<file path="src/rtl/bcd_pkg.sv">
// Shared constants and helpers for the BCD up/down counter family.
package bcd_pkg;

  localparam int unsigned BCD_DIGIT_W = 4;
  localparam logic [BCD_DIGIT_W-1:0] BCD_MAX = 4'd9;
  localparam logic [BCD_DIGIT_W-1:0] BCD_MIN = 4'd0;

  function automatic logic bcd_valid(input logic [BCD_DIGIT_W-1:0] d);
    return d <= BCD_MAX;
  endfunction

endpackage

</file>
<file path="src/rtl/bcd_updown_counter_if.sv">
// Control, load data and status bundle of the BCD up/down counter.
interface bcd_updown_counter_if
  import bcd_pkg::*;
#(
  parameter int unsigned DIGITS = 2
) ();

  localparam int unsigned W = DIGITS * BCD_DIGIT_W;

  logic         load;
  logic         set9;
  logic [W-1:0] D;
  logic         up;
  logic         down;
  logic [W-1:0] Q;
  logic         co;
  logic         bo;
  logic         load_err;

  modport master (
    output load, set9, D, up, down,
    input  Q, co, bo, load_err
  );

  modport slave (
    input  load, set9, D, up, down,
    output Q, co, bo, load_err
  );

endinterface

</file>
<file path="src/rtl/bcd_digit.sv">
// One BCD decade: load (invalid digits forced to 0), preset to 9, and wrapping
// increment/decrement, with terminal-count flags for the neighbouring decade.
module bcd_digit
  import bcd_pkg::*;
(
  input  logic                   CP,
  input  logic                   rst,
  input  logic                   load,
  input  logic                   set9,
  input  logic [BCD_DIGIT_W-1:0] d,
  input  logic                   inc,
  input  logic                   dec,
  output logic [BCD_DIGIT_W-1:0] q,
  output logic                   tc_up,
  output logic                   tc_dn
);

  logic [BCD_DIGIT_W-1:0] q_q;
  logic [BCD_DIGIT_W-1:0] q_d;

  always_comb begin
    q_d = q_q;
    if (load) begin
      q_d = bcd_valid(d) ? d : BCD_MIN;
    end else if (set9) begin
      q_d = BCD_MAX;
    end else if (inc) begin
      q_d = (q_q == BCD_MAX) ? BCD_MIN : q_q + BCD_DIGIT_W'(1);
    end else if (dec) begin
      q_d = (q_q == BCD_MIN) ? BCD_MAX : q_q - BCD_DIGIT_W'(1);
    end
  end

  always_ff @(posedge CP or posedge rst) begin
    if (rst) begin
      q_q <= BCD_MIN;
    end else begin
      q_q <= q_d;
    end
  end

  assign q     = q_q;
  assign tc_up = (q_q == BCD_MAX);
  assign tc_dn = (q_q == BCD_MIN);

endmodule

</file>
<file path="src/rtl/bcd_updown_counter.sv">
// Synchronous presettable BCD up/down counter of DIGITS decades with
// combinational carry/borrow out for same-clock cascading.
module bcd_updown_counter
  import bcd_pkg::*;
#(
  parameter int unsigned DIGITS = 2
) (
  input  logic                 CP,
  input  logic                 rst,
  bcd_updown_counter_if.slave  bus
);

  localparam int unsigned W = DIGITS * BCD_DIGIT_W;

  logic              count_up;
  logic              count_dn;
  logic              ctrl_free;
  logic [DIGITS-1:0] tc_up;
  logic [DIGITS-1:0] tc_dn;
  logic [DIGITS-1:0] inc;
  logic [DIGITS-1:0] dec;
  logic [DIGITS-1:0] bad;
  logic [DIGITS:0]   all9;
  logic [DIGITS:0]   all0;
  logic [W-1:0]      q_all;
  logic              load_err_q;
  logic              load_err_d;

  // Opposing enables cancel into a hold.
  assign count_up  = bus.up & ~bus.down;
  assign count_dn  = bus.down & ~bus.up;
  assign ctrl_free = ~bus.load & ~bus.set9;

  // all9[k]/all0[k]: every decade below k sits at its terminal value.
  assign all9[0] = 1'b1;
  assign all0[0] = 1'b1;

  for (genvar k = 0; k < DIGITS; k++) begin : g_digit
    assign inc[k]    = count_up & all9[k];
    assign dec[k]    = count_dn & all0[k];
    assign all9[k+1] = all9[k] & tc_up[k];
    assign all0[k+1] = all0[k] & tc_dn[k];
    assign bad[k]    = ~bcd_valid(bus.D[BCD_DIGIT_W*k +: BCD_DIGIT_W]);

    bcd_digit u_digit (
      .CP    (CP),
      .rst   (rst),
      .load  (bus.load),
      .set9  (bus.set9),
      .d     (bus.D[BCD_DIGIT_W*k +: BCD_DIGIT_W]),
      .inc   (inc[k]),
      .dec   (dec[k]),
      .q     (q_all[BCD_DIGIT_W*k +: BCD_DIGIT_W]),
      .tc_up (tc_up[k]),
      .tc_dn (tc_dn[k])
    );
  end

  assign load_err_d = bus.load & (|bad);

  always_ff @(posedge CP or posedge rst) begin
    if (rst) begin
      load_err_q <= 1'b0;
    end else begin
      load_err_q <= load_err_d;
    end
  end

  assign bus.Q        = q_all;
  assign bus.co       = count_up & ctrl_free & all9[DIGITS];
  assign bus.bo       = count_dn & ctrl_free & all0[DIGITS];
  assign bus.load_err = load_err_q;

endmodule

</file>
<file path="src/flat_wrapper.sv">
// flat-port wrapper written by rule: the top's interface ports become plain ports
module bcd_updown_counter_flat import bcd_pkg::*;
#(
  parameter int unsigned DIGITS = 2
)
  (CP, rst, bus_load, bus_set9, bus_D, bus_up, bus_down, bus_Q, bus_co, bus_bo, bus_load_err);
  bcd_updown_counter_if #(.DIGITS(DIGITS)) bus_i ();
  input  logic CP;
  input  logic rst;
  input wire logic [$bits(bus_i.load)-1:0] bus_load;
  input wire logic [$bits(bus_i.set9)-1:0] bus_set9;
  input wire logic [$bits(bus_i.D)-1:0] bus_D;
  input wire logic [$bits(bus_i.up)-1:0] bus_up;
  input wire logic [$bits(bus_i.down)-1:0] bus_down;
  output wire logic [$bits(bus_i.Q)-1:0] bus_Q;
  output wire logic [$bits(bus_i.co)-1:0] bus_co;
  output wire logic [$bits(bus_i.bo)-1:0] bus_bo;
  output wire logic [$bits(bus_i.load_err)-1:0] bus_load_err;
  assign bus_i.load = bus_load;
  assign bus_i.set9 = bus_set9;
  assign bus_i.D = bus_D;
  assign bus_i.up = bus_up;
  assign bus_i.down = bus_down;
  assign bus_Q = bus_i.Q;
  assign bus_co = bus_i.co;
  assign bus_bo = bus_i.bo;
  assign bus_load_err = bus_i.load_err;
  bcd_updown_counter #(.DIGITS(DIGITS)) u_core (.CP(CP), .rst(rst), .bus(bus_i));
endmodule
</file>
<file path="config.mk">
export PLATFORM = sky130hd
export DESIGN_NAME = bcd_updown_counter_flat
export DESIGN_NICKNAME = d
export VERILOG_FILES = /design/src/rtl/bcd_pkg.sv /design/src/rtl/bcd_updown_counter_if.sv /design/src/rtl/bcd_digit.sv /design/src/rtl/bcd_updown_counter.sv /design/src/flat_wrapper.sv
export SDC_FILE = /design/constraint.sdc
export NUM_CORES = 1
export LEC_CHECK = 0
export CAP_MARGIN = 20
export CORE_UTILIZATION = 51
export CTS_BUF_LIST = sky130_fd_sc_hd__clkbuf_4 sky130_fd_sc_hd__clkbuf_8
export DETAILED_ROUTE_END_ITERATION = 8
export HOLD_SLACK_MARGIN = 0.08
export PLACE_DENSITY = 0.85
export SLEW_MARGIN = 15
export SYNTH_ARGS = -nofsm -noshare
export SYNTH_HDL_FRONTEND = slang
export SYNTH_SLANG_ARGS = --single-unit
</file>
<file path="constraint.sdc">
create_clock -name CP -period 2 [get_ports CP]
set_input_delay 0.4 -clock CP [delete_from_list [all_inputs] [get_ports CP]]
set_output_delay 0.4 -clock CP [all_outputs]
set_load 0.03 [all_outputs]
</file>
[Yosys cells after proc, flatten, opt, wreduce, memory -nomap -nowiden]
Index checks and enable logic that the tools add are counted.
Cells by class
  add/sub/neg operators: 4
  magnitude comparators: 2
  equal/unequal tests: 2
  multiplexer cells: 14
  bitwise operators: 18
  reductions and logical operators: 5
Operator list (number)
  4-bit 2-to-1 mux: 14
  1-bit bitwise AND: 12
  4-bit by 1-bit adder with 4-bit output (second input constant): 2
  4-bit == test (second input constant): 2
  4-bit less-or-equal comparator (second input constant): 2
  4-bit zero test: 2
  4-bit nonzero test: 2
  4-bit by 1-bit subtractor with 4-bit output (second input constant): 2
  1-bit NOT: 6
  2-bit OR reduction: 1
Storage, ports and cells
  flip-flop bits (word level): 9
  input bits: 14
  word-level logic and storage cells: 48

[Logic depth before layout (Yosys ltp)]
Gate-level depths: netlist of run 1.
  word-level depth: 7
  gate-level depth with buffers: 8
  gate-level depth less buffers: 7

[Hierarchy]
A second synthesis of run 1 with hierarchy kept.
Second synthesis, totals
  cells, all modules: 108
  area total of the unflattened synthesis: 890.9 um^2
By module, submodules not included
  bcd_digit: times used 2, cells an instance 48, area an instance 396.6 um^2, sequential area each 100.1 um^2
  bcd_updown_counter: times used 1, cells an instance 12, area an instance 97.6 um^2, sequential area each 25.0 um^2

[Worst setup path after synthesis of run 1]
OpenSTA, ideal clock, no wires.
  path type: reg2out
  start point: register u_core.g_digit[0].u_digit.q_q[0]
  end point: output bus_bo
  arrival time: 1.993 ns
  data required time: 1.600 ns
  slack: -0.393 ns
  cell stages (with the launch flop): 5
  path buffers: 0
  cells stage by stage: dfrtp_1 > inv_1 > ha_1 > nand4bb_2 > nor4_1
On the way
  word-level cells in the longest chain between the ends: 3
RTL lines
  start: declaration: line bcd_digit.sv:18  | logic [BCD_DIGIT_W-1:0] q_q;
  start signal: assignment: line bcd_digit.sv:38  | q_q <= q_d;
  4-bit zero test: line bcd_digit.sv:44  | assign tc_dn = (q_q == BCD_MIN);
  1-bit bitwise AND: line bcd_updown_counter.sv:42  | assign all0[k+1] = all0[k] & tc_dn[k];
  1-bit bitwise AND: line bcd_updown_counter.sv:71  | assign bus.bo = count_dn & ctrl_free & all0[DIGITS];
  end: declaration: line flat_wrapper.sv:17  | output wire logic [$bits(bus_i.bo)-1:0] bus_bo;
Every way passes these cells.

[Final worst setup path of run 1]
  start point: input bus_load
  end point: output bus_bo
On the way
  word-level cells in the longest chain between the ends: 4
RTL lines
  start: declaration: line flat_wrapper.sv:10  | input wire logic [$bits(bus_i.load)-1:0] bus_load;
  1-bit NOT: line bcd_updown_counter.sv:32  | assign ctrl_free = ~bus.load & ~bus.set9;
  1-bit bitwise AND: line bcd_updown_counter.sv:32
  1-bit bitwise AND (2 in series): line bcd_updown_counter.sv:71
Every way passes these cells.

==> results of run 1 <==
==> routing by layer <==
layer	GRT usage	routed length, um	vias to the layer above
met2	0.4873	1259	56
met4	0.1412	65	0
met3	0.03922	212	8
met5	0	0	-
met1	0.3671	1154	490
li1	-	-	530
==> cell type report <==
class	count	area share
Multi-Input combinational cell	96	0.5202
Timing Repair Buffer	40	0.2482
Sequential cell	9	0.1593
Inverter	11	0.02905
Tap cell	25	0.02201
Clock buffer	4	0.02113
==> registers in the layout, indices dropped and copies added, names as in the netlist <==
| name | count |
|---|---|
| u_core.g_digit.u_digit.q | 8 |
| u_core.bus.load_err | 1 |
==> worst paths after layout <==
path,slack [ns],startpoint,endpoint,cells after the start
hold reg to reg,0.62,u_core.g_digit[1].u_digit.q[0],u_core.g_digit[1].u_digit.q[0],1
max in group asynchronous,1.31,rst,u_core.g_digit[1].u_digit.q[0],2
hold / removal,0.40,rst,u_core.g_digit[1].u_digit.q[2],2
setup / recovery,0.09,bus_load,bus_bo,4
min in group CP,0.62,u_core.g_digit[1].u_digit.q[0],u_core.g_digit[1].u_digit.q[0],1
setup reg to reg,0.36,u_core.g_digit[0].u_digit.q[2],u_core.g_digit[1].u_digit.q[0],6
==> logic make-up (layout without fill, tap and decap cells) <==
| logic type | count (synthesis) | in the layout |
|---|---|---|
| and+or+nand+nor | 41 | 41 |
| adders and majority gates | 10 | 10 |
| buffers and inverters | 16 | 55 |
| DFF | 9 | 9 |
| AOI/OAI and AO/OA | 45 | 45 |
==> report_power, final <==
| group | leakage (nW) | total, mW | internal (mW) | switching, mW |
|---|---|---|---|---|
| combinational | 0.487 | 0.403 | 0.187 | 0.217 |
| clock | 0.0184 | 0.156 | 0.0906 | 0.0653 |
| sequential | 0.110 | 0.235 | 0.204 | 0.0315 |
| total | 0.616 | 0.795 | 0.481 | 0.314 |
==> metrics by stage <==
| stage | setup slack, ns | power, mW |
|---|---|---|
| after global routing | 0.006073 | 0.8469 |
| after global placement | -0.04848 | 0.6069 |
| after CTS | 0.0007732 | 0.7855 |
| after detailed placement | -0.1000 | 0.6178 |
| after floorplan | -0.06321 | 0.4749 |
| final | 0.09453 | 0.7946 |
==> worst register-to-register path: stages (launching register included) <==
cell and delay (ns):
dfrtp_1 0.46, buf_4 0.21, nand4b_4 0.19, buf_4 0.17
o21ai_0 0.15, o211ai_1 0.14, a22o_1 0.20
==> synthesized netlist by cell type (2+ instances only) <==
library cell	n	area, sq um
a22o_1	2	17.52
buf_6	3	33.78
a21oi_1	11	55.05
o21ai_1	3	15.01
nor2_1	6	22.52
dfrtp_1	9	225.2
nand2b_1	2	12.51
o211ai_1	3	22.52
nand3b_1	3	22.52
nand2_1	12	45.04
o21ai_0	10	50.05
ha_1	10	125.1
a31oi_1	4	25.02
a311oi_1	2	17.52
or3_1	2	12.51
nand3_1	4	20.02
inv_1	11	41.29
==> repair_timing <==
action | 4_1_cts | 5_1_grt
pin swaps | 1 | 0
setup endpoints to repair | 2 | 2
resized for setup | 9 | 7
==> results.md, run 1 <==
* Yosys warns at 0
* Most frequent cells in the layout: clkdlybuf4s50_1 (20), buf_4 (18), nand2_1 (12)
* Simple-gate share of the synthesized area at 0.2785
* DR vias/cell at 5.859
* Total CTS buffers at 3
* Post-Synth Adder-Cell Area at 0.1255
* # IOs at 25
* Max-slew headroom at 0.7530
* Sequential cell area at 226.5 sq um
* GRT overflow at 0
* Largest family of logic cells by synthesized area: compound AO/OA/AOI/OAI gates
* Top FF cell, synth: dfrtp_1
* Synthesized flop and latch total at 9
* First-pass GRT wire length at 4367 um
* Max incr delay on CP at 0.42 ns
* # hold bufs at CTS at 0
* Avg Inst Size Synth at 8.241 sq um
* Post-layout nets at 185
* Critical Path End Type: primary output
* Syn Inst Count at 121
* Min Tclk post-route at 1.905 ns
* CTS tree: built
* Area of the die at 2136 sq um
* Final instance area at 1421 sq um
* Root Driver: clkbuf_4
* Arr. time, crit path at 1.51 ns
* Crit path max-delay family: buffers and inverters
* DR WL/cell at 14.55 um
* Slew @ Worst Pin at 0.3701 ns
* Reg clk slew, reported paths at 0.06 ns
* TritonRoute pass-1 iters at 4
* # fillers at 130
* DR iter-0 viols at 39
* CP max FO at 3
* Cell Rows at 15
* DRC violations left at 0
* Multi-input logic area at 739.5 sq um
* Leakage at 0.6159 nW
* Final core occ at 0.7972
* Compound-Gate Fraction of Synth Area at 0.2823
* Clk_lat worst skew at 0.26 ns
* Vias in the first global route at 1015
* Die Width at 46.22 um
* Ant diodes at 0
* Detailed Place HPWL at 2094 um
* Post-Syn Nets at 145
* Core box area at 1783 sq um
* Max Cap Violations at 0
* XOR/XNOR Fraction of Synth Area at 0
* CTS sink count at 9
* Post-synthesis mux area share at 0
* Netlist cell types at 41
* Placed Instances at 181
* Fin crit share at 0.9527
* Area post-placement at 1349 sq um
* Initial antenna violation count at 0
* Fin Hold WS at 0.4035 ns
* Async S/R FF share, synth at 1.000
* Sequential area share after synthesis at 0.2258
* Non-Filler Instances at 185
* Clk buf depth at 2
* Most common cell after layout, fill and taps aside: clkdlybuf4s50_1
* RSZ-0062 raised after global routing: false
* Fin. Hold Viols at 0
* Fmax at 0.5248 GHz
* Crit path kind: in -> out
* H-tree levels at 1
* GP Congestion at 0.8623
* Synthesized area at 997.2 sq um
* Total track usage at 0.2921
* Initial Utilization at 0.5593
* Status: complete, no violations
* Slowest library cell on the worst path: clkdlybuf4s50_1
* Crit-path cells: clkdlybuf4s50_1 > or2_4 > nor4_2 > buf_4
* Hold Path Class: in -> async
* Setup bufs post-CTS at 0
* Die extent in y at 46.22 um
* Post-synth EDFFs at 0
* Port Buffers at 24
* Layout cell share with drive strength beyond 1 at 0.2688
* # setup viols final at 0
* Crit path buffers/inverters at 2
* CP startpoint kind: input pin
* TNS Setup at 0 ns
* Power per cell area at 559.0 nW/um^2
* Pin count of the biggest net entering global routing at 11
* Remaining antenna violation count at 0
* Peak supply drop at 0.0004075 V
* Detailed-route wire length at 2691 um
* Vias at 1084
* Max-slew violation count at 0
* Req. time, crit path at 1.60 ns
* Clock skew at 0.002315 ns
* P&R area growth vs syn at 42.53%
(Power assumes the default switching activity.)
==> run 2: changes to the inputs <==
CELL_PAD_IN_SITES_DETAIL_PLACEMENT = 0   (was default)
CELL_PAD_IN_SITES_GLOBAL_PLACEMENT = 2   (was default)
CORE_UTILIZATION = 29   (was 51)
PLACE_DENSITY = 0.84   (was 0.85)
==> run 2 against run 1 <==
Register-to-register slack got worse by 0.05 ns. Sequential power down 2%. Non-clock buffer count up 2. Critical endpoint unchanged. Routed wire length decreased by 2.5%. Critical path depth rose by 2. Maximum frequency decreased by 0.77%. Combinational power grew 3%. Hold slack got worse by 0.00099 ns. Final cell count grew 11%. Clock-buffer cell count unchanged. Design area grew 4.0%.
==> results.md, run 2 (synthesis results as in run 1) <==
* Status: complete, no violations (unchanged)
* Total power at 0.8026 mW (was 0.7946 mW)
* Critical Path End Type: primary output (unchanged)
* GP Congestion at 0.7919 (was 0.8623)
* Req. time, crit path at 1.60 ns (about the same)
* Max-slew violation count at 0 (unchanged)
* RSZ-0062 raised after global routing: false (unchanged)
* Layout cell share with drive strength beyond 1 at 0.2531 (was 0.2688)
* Max reg flops at 8 (unchanged)
* CP max FO at 2 (was 3)
* Initial Utilization at 0.3163 (was 0.5593)
* CP startpoint kind: input pin (unchanged)
* TritonRoute pass-1 iters at 4 (unchanged)
* Area of the die at 3677 sq um (was 2136 sq um)
* Ant diodes at 0 (unchanged)
* H-tree levels at 1 (unchanged)
* # fillers at 342 (was 130)
* Fin crit share at 0.9601 (was 0.9527)
* Port Buffers at 24 (unchanged)
* P&R area growth vs syn at 48.18% (was 42.53%)
* Clk buf depth at 2 (unchanged)
* Leakage at 0.6335 nW (was 0.6159 nW)
* Post-layout nets at 187 (was 185)
* Reg clk slew, reported paths at 0.06 ns (about the same)
* Setup ws final at 0.07973 ns (was 0.09453 ns)
* Cell Rows at 20 (was 15)
* Min Tclk post-route at 1.920 ns (was 1.905 ns)
* DR iter-0 viols at 24 (was 39)
* R2R setup slack at 0.31 ns (was 0.36 ns)
* Detailed Place HPWL at 2107 um (was 2094 um)
* CTS sink count at 9 (unchanged)
* Detailed-route wire length at 2625 um (was 2691 um)
* Root Driver: clkbuf_4 (unchanged)
* Crit path kind: in -> out (unchanged)
* Sequential cell area at 225.2 sq um (was 226.5 sq um)
* Total track usage at 0.1624 (was 0.2921)
* Multi-input logic area at 758.2 sq um (was 739.5 sq um)
* Die extent in y at 60.64 um (was 46.22 um)
* Clk_lat worst skew at 0.26 ns (about the same)
* Die Width at 60.64 um (was 46.22 um)
* Remaining antenna violation count at 0 (unchanged)
* Peak supply drop at 0.0002768 V (was 0.0004075 V)
* Non-Filler Instances at 206 (was 185)
* Total CTS buffers at 3 (unchanged)
* Area post-placement at 1373 sq um (was 1349 sq um)
* Pin count of the biggest net entering global routing at 11 (unchanged)
* # IOs at 25 (unchanged)
* First-pass GRT wire length at 4429 um (was 4367 um)
* Final core occ at 0.4687 (was 0.7972)
* Hold Path Class: in -> async (unchanged)
* DR WL/cell at 12.74 um (was 14.55 um)
* Max Cap Violations at 0 (unchanged)
* DR vias/cell at 5.150 (was 5.859)
* Slew @ Worst Pin at 0.3666 ns (was 0.3701 ns)
* Power per cell area at 543.1 nW/um^2 (was 559.0 nW/um^2)
* Vias at 1061 (was 1084)
* CTS tree: built (unchanged)
* Fin Hold WS at 0.4025 ns (was 0.4035 ns)
* Most frequent cells in the layout: clkdlybuf4s50_1 (20), buf_4 (20), nand2_1 (12) (was clkdlybuf4s50_1 (20), buf_4 (18), nand2_1 (12))
* Final instance area at 1478 sq um (was 1421 sq um)
* Fmax at 0.5208 GHz (was 0.5248 GHz)
* Fin. Hold Viols at 0 (unchanged)
* Vias in the first global route at 991 (was 1015)
* Core box area at 3153 sq um (was 1783 sq um)
* Clock skew at 0.002793 ns (was 0.002315 ns)
* Placed Instances at 200 (was 181)
* # setup viols final at 0 (unchanged)
* GRT overflow at 0 (unchanged)
* DRC violations left at 0 (unchanged)
* Initial antenna violation count at 0 (unchanged)
* Max-slew headroom at 0.7554 (was 0.7530)
* Setup Slack @ Placement at -0.1536 ns (was -0.1000 ns)
* TNS Setup at 0 ns (unchanged)
* Arr. time, crit path at 1.52 ns (was 1.51 ns)
==> run 2: cell type report <==
cell class	instances	area share
Clock buffer	4	0.02032
Inverter	11	0.02794
Multi-Input combinational cell	96	0.5131
Sequential cell	9	0.1524
Tap cell	44	0.03726
Timing Repair Buffer	42	0.2489
==> run 2: critical path: stages <==
cell,delay [ns]
dlygate4sd2_1,0.26
inv_1,0.10
ha_4,0.16
nand4bb_4,0.13
nor4_4,0.25
buf_4,0.19
==> run 2: metal layers <==
| layer | track usage | up-vias | part of all wire |
|---|---|---|---|
| met2 | 0.2418 | 30 | 0.42 |
| met1 | 0.2320 | 502 | 0.52 |
| met4 | 0.06818 | 0 | 0.017 |
| met5 | 0 | - | 0 |
| li1 | - | 524 | - |
| met3 | 0.02772 | 5 | 0.051 |
==> run 2: path summary, 6_finish.rpt <==
kind | start | to | depth (start not counted)
worst max-delay path | bus_up | bus_bo | 6
worst min-delay path | rst | u_core.bus.load_err | 2
max in group asynchronous | rst | u_core.g_digit[0].u_digit.q[3] | 2
min in group CP | u_core.g_digit[1].u_digit.q[1] | u_core.g_digit[1].u_digit.q[1] | 2
worst min register to register | u_core.g_digit[1].u_digit.q[1] | u_core.g_digit[1].u_digit.q[1] | 2
worst max register to register | u_core.g_digit[0].u_digit.q[0] | u_core.g_digit[0].u_digit.q[2] | 8
==> run 2: repair_timing <==
action / 4_1_cts / 5_1_grt
setup buffers: 2 / 0
gates resized for setup: 9 / 5
setup endpoints to repair: 2 / 2
hold buffers: 0 / 0
pin swaps: 2 / 0
==> run 2: report_power, final <==
part / switching (mW) / total [mW] / leakage, nW / internal, mW
combinational: 0.222 / 0.415 / 0.504 / 0.193
clock: 0.0667 / 0.157 / 0.0184 / 0.0906
sequential: 0.0268 / 0.230 / 0.111 / 0.203
